## config.mk

```make
export PLATFORM = sky130hd
export DESIGN_NAME = imem_loader_flat
export DESIGN_NICKNAME = d
export VERILOG_FILES = /design/src/rtl/imem_loader_if.sv /design/src/rtl/imem_loader.sv /design/src/flat_wrapper.sv
export SDC_FILE = /design/constraint.sdc
export NUM_CORES = 1
export LEC_CHECK = 0
export ABC_AREA = 1
export CORE_MARGIN = 5
export CORE_UTILIZATION = 35
export DETAILED_ROUTE_END_ITERATION = 12
export GPL_TIMING_DRIVEN = 1
export MAX_ROUTING_LAYER = met4
export PLACE_DENSITY_LB_ADDON = 0.08
export SLEW_MARGIN = 10
export SYNTH_ARGS = -nofsm -noshare
export SYNTH_HDL_FRONTEND = slang
export SYNTH_SLANG_ARGS = --single-unit
```

## constraint.sdc

```tcl
create_clock -name clk -period 5.8 [get_ports clk]
set_clock_uncertainty 0.15 [all_clocks]
set_input_delay 0.58 -clock clk [delete_from_list [all_inputs] [get_ports clk]]
set_output_delay 0.58 -clock clk [all_outputs]
set_load 0.005 [all_outputs]
```

## src/rtl/imem_loader_if.sv

```systemverilog
// Byte-stream, instruction-memory write port and status bundle for imem_loader.
// The master side is the host/boot logic; the slave side is the loader itself.
interface imem_loader_if;
  logic        in_valid;
  logic [7:0]  in_data;
  logic        in_ready;
  logic        restart;
  logic        mem_we;
  logic [31:0] mem_addr;
  logic [31:0] mem_wdata;
  logic        cpu_hold;
  logic        done;
  logic        error;

  modport master (
    output in_valid, in_data, restart,
    input  in_ready, mem_we, mem_addr, mem_wdata, cpu_hold, done, error
  );

  modport slave (
    input  in_valid, in_data, restart,
    output in_ready, mem_we, mem_addr, mem_wdata, cpu_hold, done, error
  );
endinterface

```

## src/rtl/imem_loader.sv

```systemverilog
// Boot-time instruction memory loader: length header + little-endian words -> write port.
// Define IMEM_LOADER_CHECKSUM_EN to require a trailing mod-256 payload checksum byte.
module imem_loader #(
  parameter int unsigned DEPTH = 256
) (
  input  logic         clk,
  input  logic         rst,
  imem_loader_if.slave bus
);

`ifdef IMEM_LOADER_CHECKSUM_EN
  typedef enum logic [2:0] {HDR, DATA, CSUM, FIN, DONE, ERR} state_t;
  localparam state_t PAYLOAD_END = CSUM;
`else
  typedef enum logic [2:0] {HDR, DATA, FIN, DONE, ERR} state_t;
  localparam state_t PAYLOAD_END = FIN;
`endif

  state_t      state_q, state_d;
  logic [1:0]  byte_idx_q, byte_idx_d;
  logic [31:0] word_cnt_q, word_cnt_d;
  logic [31:0] count_q, count_d;
  logic [23:0] acc_q, acc_d;
  logic        mem_we_q, mem_we_d;
  logic [31:0] mem_addr_q, mem_addr_d;
  logic [31:0] mem_wdata_q, mem_wdata_d;
  logic        ready;
  logic        accept;
`ifdef IMEM_LOADER_CHECKSUM_EN
  logic [7:0]  sum_q, sum_d;
`endif

`ifdef IMEM_LOADER_CHECKSUM_EN
  assign ready = (state_q == HDR) || (state_q == DATA) || (state_q == CSUM);
`else
  assign ready = (state_q == HDR) || (state_q == DATA);
`endif
  assign accept = bus.in_valid && ready;

  always_comb begin
    state_d     = state_q;
    byte_idx_d  = byte_idx_q;
    word_cnt_d  = word_cnt_q;
    count_d     = count_q;
    acc_d       = acc_q;
    mem_we_d    = 1'b0;
    mem_addr_d  = mem_addr_q;
    mem_wdata_d = mem_wdata_q;
`ifdef IMEM_LOADER_CHECKSUM_EN
    sum_d       = sum_q;
`endif
    case (state_q)
      HDR: begin
        if (accept) begin
          byte_idx_d = byte_idx_q + 2'd1;
          count_d    = {bus.in_data, count_q[31:8]};
          if (byte_idx_q == 2'd3) begin
            if (count_d > 32'(DEPTH))
              state_d = ERR;
            else if (count_d == 32'd0)
              state_d = PAYLOAD_END;
            else
              state_d = DATA;
          end
        end
      end
      DATA: begin
        if (accept) begin
          byte_idx_d = byte_idx_q + 2'd1;
          acc_d      = {bus.in_data, acc_q[23:8]};
`ifdef IMEM_LOADER_CHECKSUM_EN
          sum_d      = sum_q + bus.in_data;
`endif
          // The accumulator already holds b2,b1,b0 in its top-to-bottom bytes.
          if (byte_idx_q == 2'd3) begin
            mem_we_d    = 1'b1;
            mem_addr_d  = word_cnt_q << 2;
            mem_wdata_d = {bus.in_data, acc_q};
            word_cnt_d  = word_cnt_q + 32'd1;
            if (word_cnt_d == count_q)
              state_d = PAYLOAD_END;
          end
        end
      end
`ifdef IMEM_LOADER_CHECKSUM_EN
      CSUM: begin
        if (accept)
          state_d = (bus.in_data == sum_q) ? FIN : ERR;
      end
`endif
      FIN: state_d = DONE;
      DONE, ERR: begin
        if (bus.restart) begin
          state_d    = HDR;
          byte_idx_d = 2'd0;
          word_cnt_d = 32'd0;
          count_d    = 32'd0;
          acc_d      = 24'd0;
`ifdef IMEM_LOADER_CHECKSUM_EN
          sum_d      = 8'd0;
`endif
        end
      end
      default: state_d = HDR;
    endcase
  end

  always_ff @(posedge clk or posedge rst) begin
    if (rst) begin
      state_q     <= HDR;
      byte_idx_q  <= 2'd0;
      word_cnt_q  <= 32'd0;
      count_q     <= 32'd0;
      acc_q       <= 24'd0;
      mem_we_q    <= 1'b0;
      mem_addr_q  <= 32'd0;
      mem_wdata_q <= 32'd0;
`ifdef IMEM_LOADER_CHECKSUM_EN
      sum_q       <= 8'd0;
`endif
    end else begin
      state_q     <= state_d;
      byte_idx_q  <= byte_idx_d;
      word_cnt_q  <= word_cnt_d;
      count_q     <= count_d;
      acc_q       <= acc_d;
      mem_we_q    <= mem_we_d;
      mem_addr_q  <= mem_addr_d;
      mem_wdata_q <= mem_wdata_d;
`ifdef IMEM_LOADER_CHECKSUM_EN
      sum_q       <= sum_d;
`endif
    end
  end

  assign bus.in_ready  = ready;
  assign bus.mem_we    = mem_we_q;
  assign bus.mem_addr  = mem_addr_q;
  assign bus.mem_wdata = mem_wdata_q;
  assign bus.cpu_hold  = (state_q != DONE);
  assign bus.done      = (state_q == DONE);
  assign bus.error     = (state_q == ERR);

endmodule
```

## src/flat_wrapper.sv

```systemverilog
// flat-port wrapper written by rule: the top's interface ports become plain ports
module imem_loader_flat 
#(
  parameter int unsigned DEPTH = 256
)
  (clk, rst, bus_in_valid, bus_in_data, bus_restart, bus_in_ready, bus_mem_we, bus_mem_addr, bus_mem_wdata, bus_cpu_hold, bus_done, bus_error);
  imem_loader_if bus_i ();
  input  logic clk;
  input  logic rst;
  input wire logic [$bits(bus_i.in_valid)-1:0] bus_in_valid;
  input wire logic [$bits(bus_i.in_data)-1:0] bus_in_data;
  input wire logic [$bits(bus_i.restart)-1:0] bus_restart;
  output wire logic [$bits(bus_i.in_ready)-1:0] bus_in_ready;
  output wire logic [$bits(bus_i.mem_we)-1:0] bus_mem_we;
  output wire logic [$bits(bus_i.mem_addr)-1:0] bus_mem_addr;
  output wire logic [$bits(bus_i.mem_wdata)-1:0] bus_mem_wdata;
  output wire logic [$bits(bus_i.cpu_hold)-1:0] bus_cpu_hold;
  output wire logic [$bits(bus_i.done)-1:0] bus_done;
  output wire logic [$bits(bus_i.error)-1:0] bus_error;
  assign bus_i.in_valid = bus_in_valid;
  assign bus_i.in_data = bus_in_data;
  assign bus_i.restart = bus_restart;
  assign bus_in_ready = bus_i.in_ready;
  assign bus_mem_we = bus_i.mem_we;
  assign bus_mem_addr = bus_i.mem_addr;
  assign bus_mem_wdata = bus_i.mem_wdata;
  assign bus_cpu_hold = bus_i.cpu_hold;
  assign bus_done = bus_i.done;
  assign bus_error = bus_i.error;
  imem_loader #(.DEPTH(DEPTH)) u_core (.clk(clk), .rst(rst), .bus(bus_i));
endmodule
```

==> results of run 1 <==
==> layout make-up <==
cell class                      instances  area (µm²)  share of cell area (%)
Timing Repair Buffer                   84       825.8                   8.884
Multi-Input combinational cell        673        3136                   33.73
Sequential cell                       156        3904                   42.00
Clock buffer                           18       439.2                   4.725
Clock inverter                         14       175.2                   1.885
Tap cell                              280       350.3                   3.769
Inverter                              122       465.4                   5.007
==> routing by layer <==
metal  wire length, µm  vias up
met5                 0        -
met2              9498      164
li1                  -     3333
met4               386        0
met3               934       27
met1             11340     3127
==> logic make-up (layout without fill, tap and decap cells) <==
logic type | Yosys count | in the layout | share of synthesized area (%)
AO/OA/AOI/OAI | 170 | 170 | 12.02
other | 1 | 2 | 0.04913
adder cells (fa/ha/maj) | 2 | 2 | 0.3278
XOR/XNOR | 5 | 5 | 0.5737
AND/OR/NAND/NOR | 494 | 494 | 28.03
buffers and inverters | 155 | 238 | 7.852
flip-flops | 156 | 156 | 51.15
==> where the power goes <==
part,switching (µW),leakage [µW],internal [µW]
sequential,84.7,0.00214,1240
combinational,575,0.00166,230
clock,511,0.000304,667
==> synth_stat cells, drive strengths merged <==
cell type	number	area, µm²
nor2	88	409.1
nor4	1	6.260
or2	1	6.260
clkbuf	22	82.58
o21ai	126	641.9
and2	1	6.260
o22ai	35	219.0
xnor2	1	8.760
o21a	1	7.510
a21oi	5	25.02
o211ai	1	7.510
ha	2	25.02
o31ai	1	7.510
xor2	4	35.03
inv	122	457.9
buf	11	58.80
dfrtp	156	3904
nor3	3	15.01
nand3	113	565.5
nand2	275	1055
a22o	1	8.760
nand3b	1	7.510
conb	1	3.750
nand4	11	68.82
==> path summary, 6_finish.rpt <==
| check | cells past startpoint | to | slack [ps] |
|---|---|---|---|
| min in group asynchronous | 2 | u_core.bus.mem_addr[28] | 520 |
| worst min-delay path | 2 | u_core.bus.mem_addr[22] | 330 |
| worst min register to register | 2 | u_core.bus.mem_addr[22] | 330 |
| max in group asynchronous | 3 | u_core.bus.mem_wdata[5] | 3910 |
| worst max register to register | 10 | u_core.word_cnt_q[14] | 2480 |
| worst max-delay path | 10 | u_core.word_cnt_q[14] | 2480 |
==> worst min-delay path, cell delays in order, from the launching register on <==
cell and delay (ps):
dfrtp_1 340, nand2_1 50, o21ai_0 60
==> sequential cells by signal, summed over array words and instances, names as in the netlist <==
register / count
u_core.byte_idx_q: 2
u_core.count_q: 32
u_core.bus.mem_wdata: 32
u_core.bus.mem_addr: 30
u_core.state_q: 3
u_core.acc_q: 24
u_core.word_cnt_q: 32
u_core.bus.mem_we: 1
==> through the flow <==
stage / utilization (%) / hold WS [ps] / area, µm²
global route: 42.99 / 357.1 / 9295
global placement: 40.15 / 314.6 / 8681
finish: 42.99 / 333.1 / 9295
floorplan: - / 309.8 / 7636
CTS: 42.99 / 339.8 / 9295
detailed placement: 40.15 / 322.7 / 8681
==> impl_results.md, run 1 <==
* Met2 usage at 26.57%
* Critical path fanouts, max at 49
* GPL Wtd Cong at 0.8985
* DP HPWL at 15820 µm
* Number of global-route vias before repair at 6477
* Die Area at 0.02486 mm²
* Synthesized cell area at 0.007632 mm²
* Worst flop-to-flop path startpoint: u_core.state_q[1]
* Met1 GRT Util at 28.24%
* Mean post-synth cell area at 7.764 µm²
* Yosys reg bits at 156
* Slowest stage delay, CP at 520 ps
* Remaining DRCs at 0
* Die Ht at 157.7 µm
* Critical Path RT at 5950 ps
* RSZ-0062 raised after global routing: no
* Final Hold Viols at 0
* Leak at 0.004106 µW
* Worst-path cell chain: or2_2, o21ai_4, inv_2, o21ai_0, nand2_1, inv_2, o21ai_1, inv_1, buf_4, o21ai_0
* Layout Cells excl Fill at 1347
* Inserted Diodes at 0
* CP top delay family: buffers and inverters
* Max clock buf depth at 2
* Synth warnings at 0
* Status: finished, final reports clean
* Crit-path slowest cell: inv_2
* Sequential fraction of the synthesis area at 51.15%
* Core Rows at 54
* Worst slack at placement at 2438 ps
* CTS Hold Bufs at 0
* Boundary Pins at 81
* Peak supply drop at 0.1636 mV
* Kind of critical path: flop to flop
* Period utilization at 57.31%
* Critical Path AT at 3480 ps
* Commonest cells after routing, fill and taps aside: nand2_1, dfrtp_1, o21ai_0, inv_1, nand3_1
* # fillers at 2218
* Period minus WS final at 3324 ps
* TritonCTS clock tree: done
* Routed wire length at 22160 µm
* Final net count at 1068
* Routed Antenna Nets at 0
* Synth Instances at 983
* Area delta synth->final at 21.79%
* CP Launch Point: u_core.state_q[1]
* Number of setup buffers added after CTS at 0
* Layout cell share with drive strength beyond 1 at 6.748%
* Die width at 157.7 µm
* CTS Buf Count at 17
* Drt pass-1 iters at 6
* Vias per inst at 4.938
* Achievable frequency at 300.9 MHz
* Final setup violation count at 0
* H-tree depth at 4
* Buf+Inv Stages, Crit Path at 4
* Root buffer cell: clkbuf_16
* Pin count of the biggest net entering global routing at 80
* I/O Buffers at 78
* Starting Density at 35.30%
* CORE AREA at 0.02162 mm²
* Initial antenna violation count at 0
* Crit end category: flop
* Resized cells post-CTS at 0
* Tightest Hold Check Type: flop to flop
* Max-Slew Margin vs Limit at 34.83%
* Global route hottest layer: met1
* Met3 Use GR at 3.198%
* HP Start: u_core.bus.mem_addr[22]
* Fin worst setup slack at 2476 ps
* Vias at 6651
* First-pass GRT wire length at 35780 µm
* Final Max Slew Viols at 0
* Setup TNS at 0 ps
* Clock Latency Late Sink at 430 ps
* WL/cell at 16.45 µm
* Critical Path Source Type: flop
* Gr ovfl total at 0
* Slew @ Worst Pin at 975.1 ps
* Clk pin slew, worst setup/hold paths at 70 ps
* Total clock sinks at 156
* Total Power at 3309 µW
* Max Cap Violations at 0
* Total GRT Usage at 18.96%
* Commonest non-fill, non-tap cell in the layout: nand2_1
* P per Cell Area at 355.9 mW/mm²
* Iter 0 DRT Violations at 511
* Distinct cells, synth at 34
* Dpl cells at 1315
(Power assumes the default switching activity.)
==> run 2: changes to the inputs <==
==> constraint.sdc (replaced) <==
create_clock -name clk -period 3.5 [get_ports clk]
set_clock_uncertainty 0.15 [all_clocks]
set_input_delay 0.35 -clock clk [delete_from_list [all_inputs] [get_ports clk]]
set_output_delay 0.35 -clock clk [all_outputs]
set_load 0.005 [all_outputs]
==> impl_results.md, run 2 (synthesis results as in run 1) <==
* Status: finished, final reports clean
* Resized cells post-CTS at 0
* Crit end category: flop
* Area delta synth->final at 22.62%
* Routed Antenna Nets at 0
* Setup TNS at 0 ps
* R2R setup slack at 560 ps
* Max Cap Violations at 0
* Final Max Slew Viols at 0
* RSZ-0062 raised after global routing: no
* Remaining DRCs at 0
* Switching pwr at 1903 µW
* DP HPWL at 16270 µm
* Routed wire length at 22110 µm
* Total clock sinks at 156
* Achievable frequency at 340.6 MHz
* Vias per inst at 4.968
* P per Cell Area at 579.7 mW/mm²
* I/O Buffers at 78
* Critical Path RT at 3620 ps
* Gr ovfl total at 0
* TritonCTS clock tree: done
* Placed inst area at 0.008760 mm²
* Final net count at 1074
* Tightest Hold Check Type: input port to async pin
* Pin count of the biggest net entering global routing at 60
* Critical path fanouts, max at 38
* Worst flop-to-flop path startpoint: u_core.state_q[1]
* GPL Wtd Cong at 0.8814
* Number of setup buffers added after CTS at 0
* Commonest non-fill, non-tap cell in the layout: nand2_1
* Clock power frac at 35.1%
* Leak at 0.004137 µW
* Commonest cells after routing, fill and taps aside: nand2_1, dfrtp_1, o21ai_0, inv_1, nand3_1
* Inserted Diodes at 0
* Starting Density at 35.30%
* Clk pin slew, worst setup/hold paths at 70 ps
* Boundary Pins at 81
* Layout cell share with drive strength beyond 1 at 7.176%
* Period minus WS final at 2936 ps
* Total GRT Usage at 19.30%
* Iter 0 DRT Violations at 484
* Vias at 6722
* Max clock buf depth at 2
* Int Power at 3522 µW
* First-pass GRT wire length at 36280 µm
* Root buffer cell: clkbuf_16
* WL/cell at 16.34 µm
* Die width at 157.7 µm
* H-tree depth at 4
* Die Ht at 157.7 µm
* # fillers at 2219
* Number of global-route vias before repair at 6581
* Peak supply drop at 0.3832 mV
* Flop pwr share at 40.7%
* Final hold slack at 138.3 ps
* CTS Buf Count at 17
* Core Rows at 54
* Clock Latency Late Sink at 430 ps
* Slew @ Worst Pin at 1146 ps
* Critical Path AT at 3050 ps
* Max-Slew Margin vs Limit at 23.49%
* Logic gate share of total power at 24.1%
* Final Hold Viols at 0
* Period utilization at 83.89%
* Critical Path Source Type: flop
* Switching part of the total at 35.07%
* Worst R2R End: u_core.count_q[31]
* CTS Hold Bufs at 0
* Kind of critical path: flop to flop
* Die Area at 0.02486 mm²
* Final Instance Area at 0.009359 mm²
* Drt pass-1 iters at 5
* FF-to-FF path depth at 9
* Final setup violation count at 0
* Initial antenna violation count at 0
* CORE AREA at 0.02162 mm²
[run 2: cell count changes in the layout (fill, tap and decap cells not counted), moves of 2 or more]
cell / before / now
buf_12: 0 / 3
buf_4: 6 / 9
clkinvlp_4: 0 / 2
inv_8: 4 / 2
[run 2: per-stage QoR]
step / setup slack (ps) / util, % / instances / power [µW]
6_report: 564.0 / 43.29 / 1353 / 5425
5_1_grt: 278.3 / 43.29 / 1353 / 5744
4_1_cts: 542.0 / 43.29 / 1353 / 5470
3_5_place_dp: 568.4 / 40.52 / 1321 / 3549
3_3_place_gp: 613.2 / 40.52 / 1321 / 3551
2_1_floorplan: 1027 / - / 984 / 3112
[run 2: worst max-delay path by stage]
stage                       from                 end  slack [ps]  cells after the start
3_5_place_dp   u_core.state_q[1]  u_core.count_q[31]         570                      9
5_1_grt        u_core.state_q[1]  u_core.count_q[25]         280                      9
4_1_cts        u_core.state_q[1]  u_core.count_q[31]         540                      9
6_report       u_core.state_q[1]  u_core.count_q[31]         560                      9
3_3_place_gp   u_core.state_q[1]  u_core.count_q[25]         610                      9
2_1_floorplan                rst     u_core.acc_q[0]        1030                      1
[run 2: worst max-delay path: stages (launching register included)]
cell     delay (ps)
dfrtp_1         440
or2_2           360
o21ai_4         300
inv_2           240
nor2_2          170
inv_2            50
o21ai_1         150
inv_1           550
nand2_1         240
o21ai_0         100
[run 2: layout make-up]
cell class / count / area (µm²) / area share [%]
sequential: 156 / 3904 / 41.71
multi-input combinational: 673 / 3133 / 33.48
timing repair buffer: 90 / 908.4 / 9.706
inverter: 122 / 464.2 / 4.960
clock buffer: 17 / 425.4 / 4.545
tap: 280 / 350.3 / 3.743
clock inverter: 15 / 173.9 / 1.858
[run 2: power by group through the flow]
stage / clock network, µW / logic (µW) / registers, µW
2_1_floorplan: 0 / 929 / 2180
3_3_place_gp: 0 / 1310 / 2240
3_5_place_dp: 0 / 1310 / 2240
4_1_cts: 1950 / 1310 / 2210
5_1_grt: 2030 / 1480 / 2230
6_report: 1900 / 1310 / 2210
[run 2: per-layer routing]
metal  GRT usage, %  vias up  share of wire, %
met5              -        -                 0
met4          5.612        0               1.7
met3          2.952       23               3.9
met2          27.20      159                43
met1          28.74     3183                52
li1               -     3357                 -
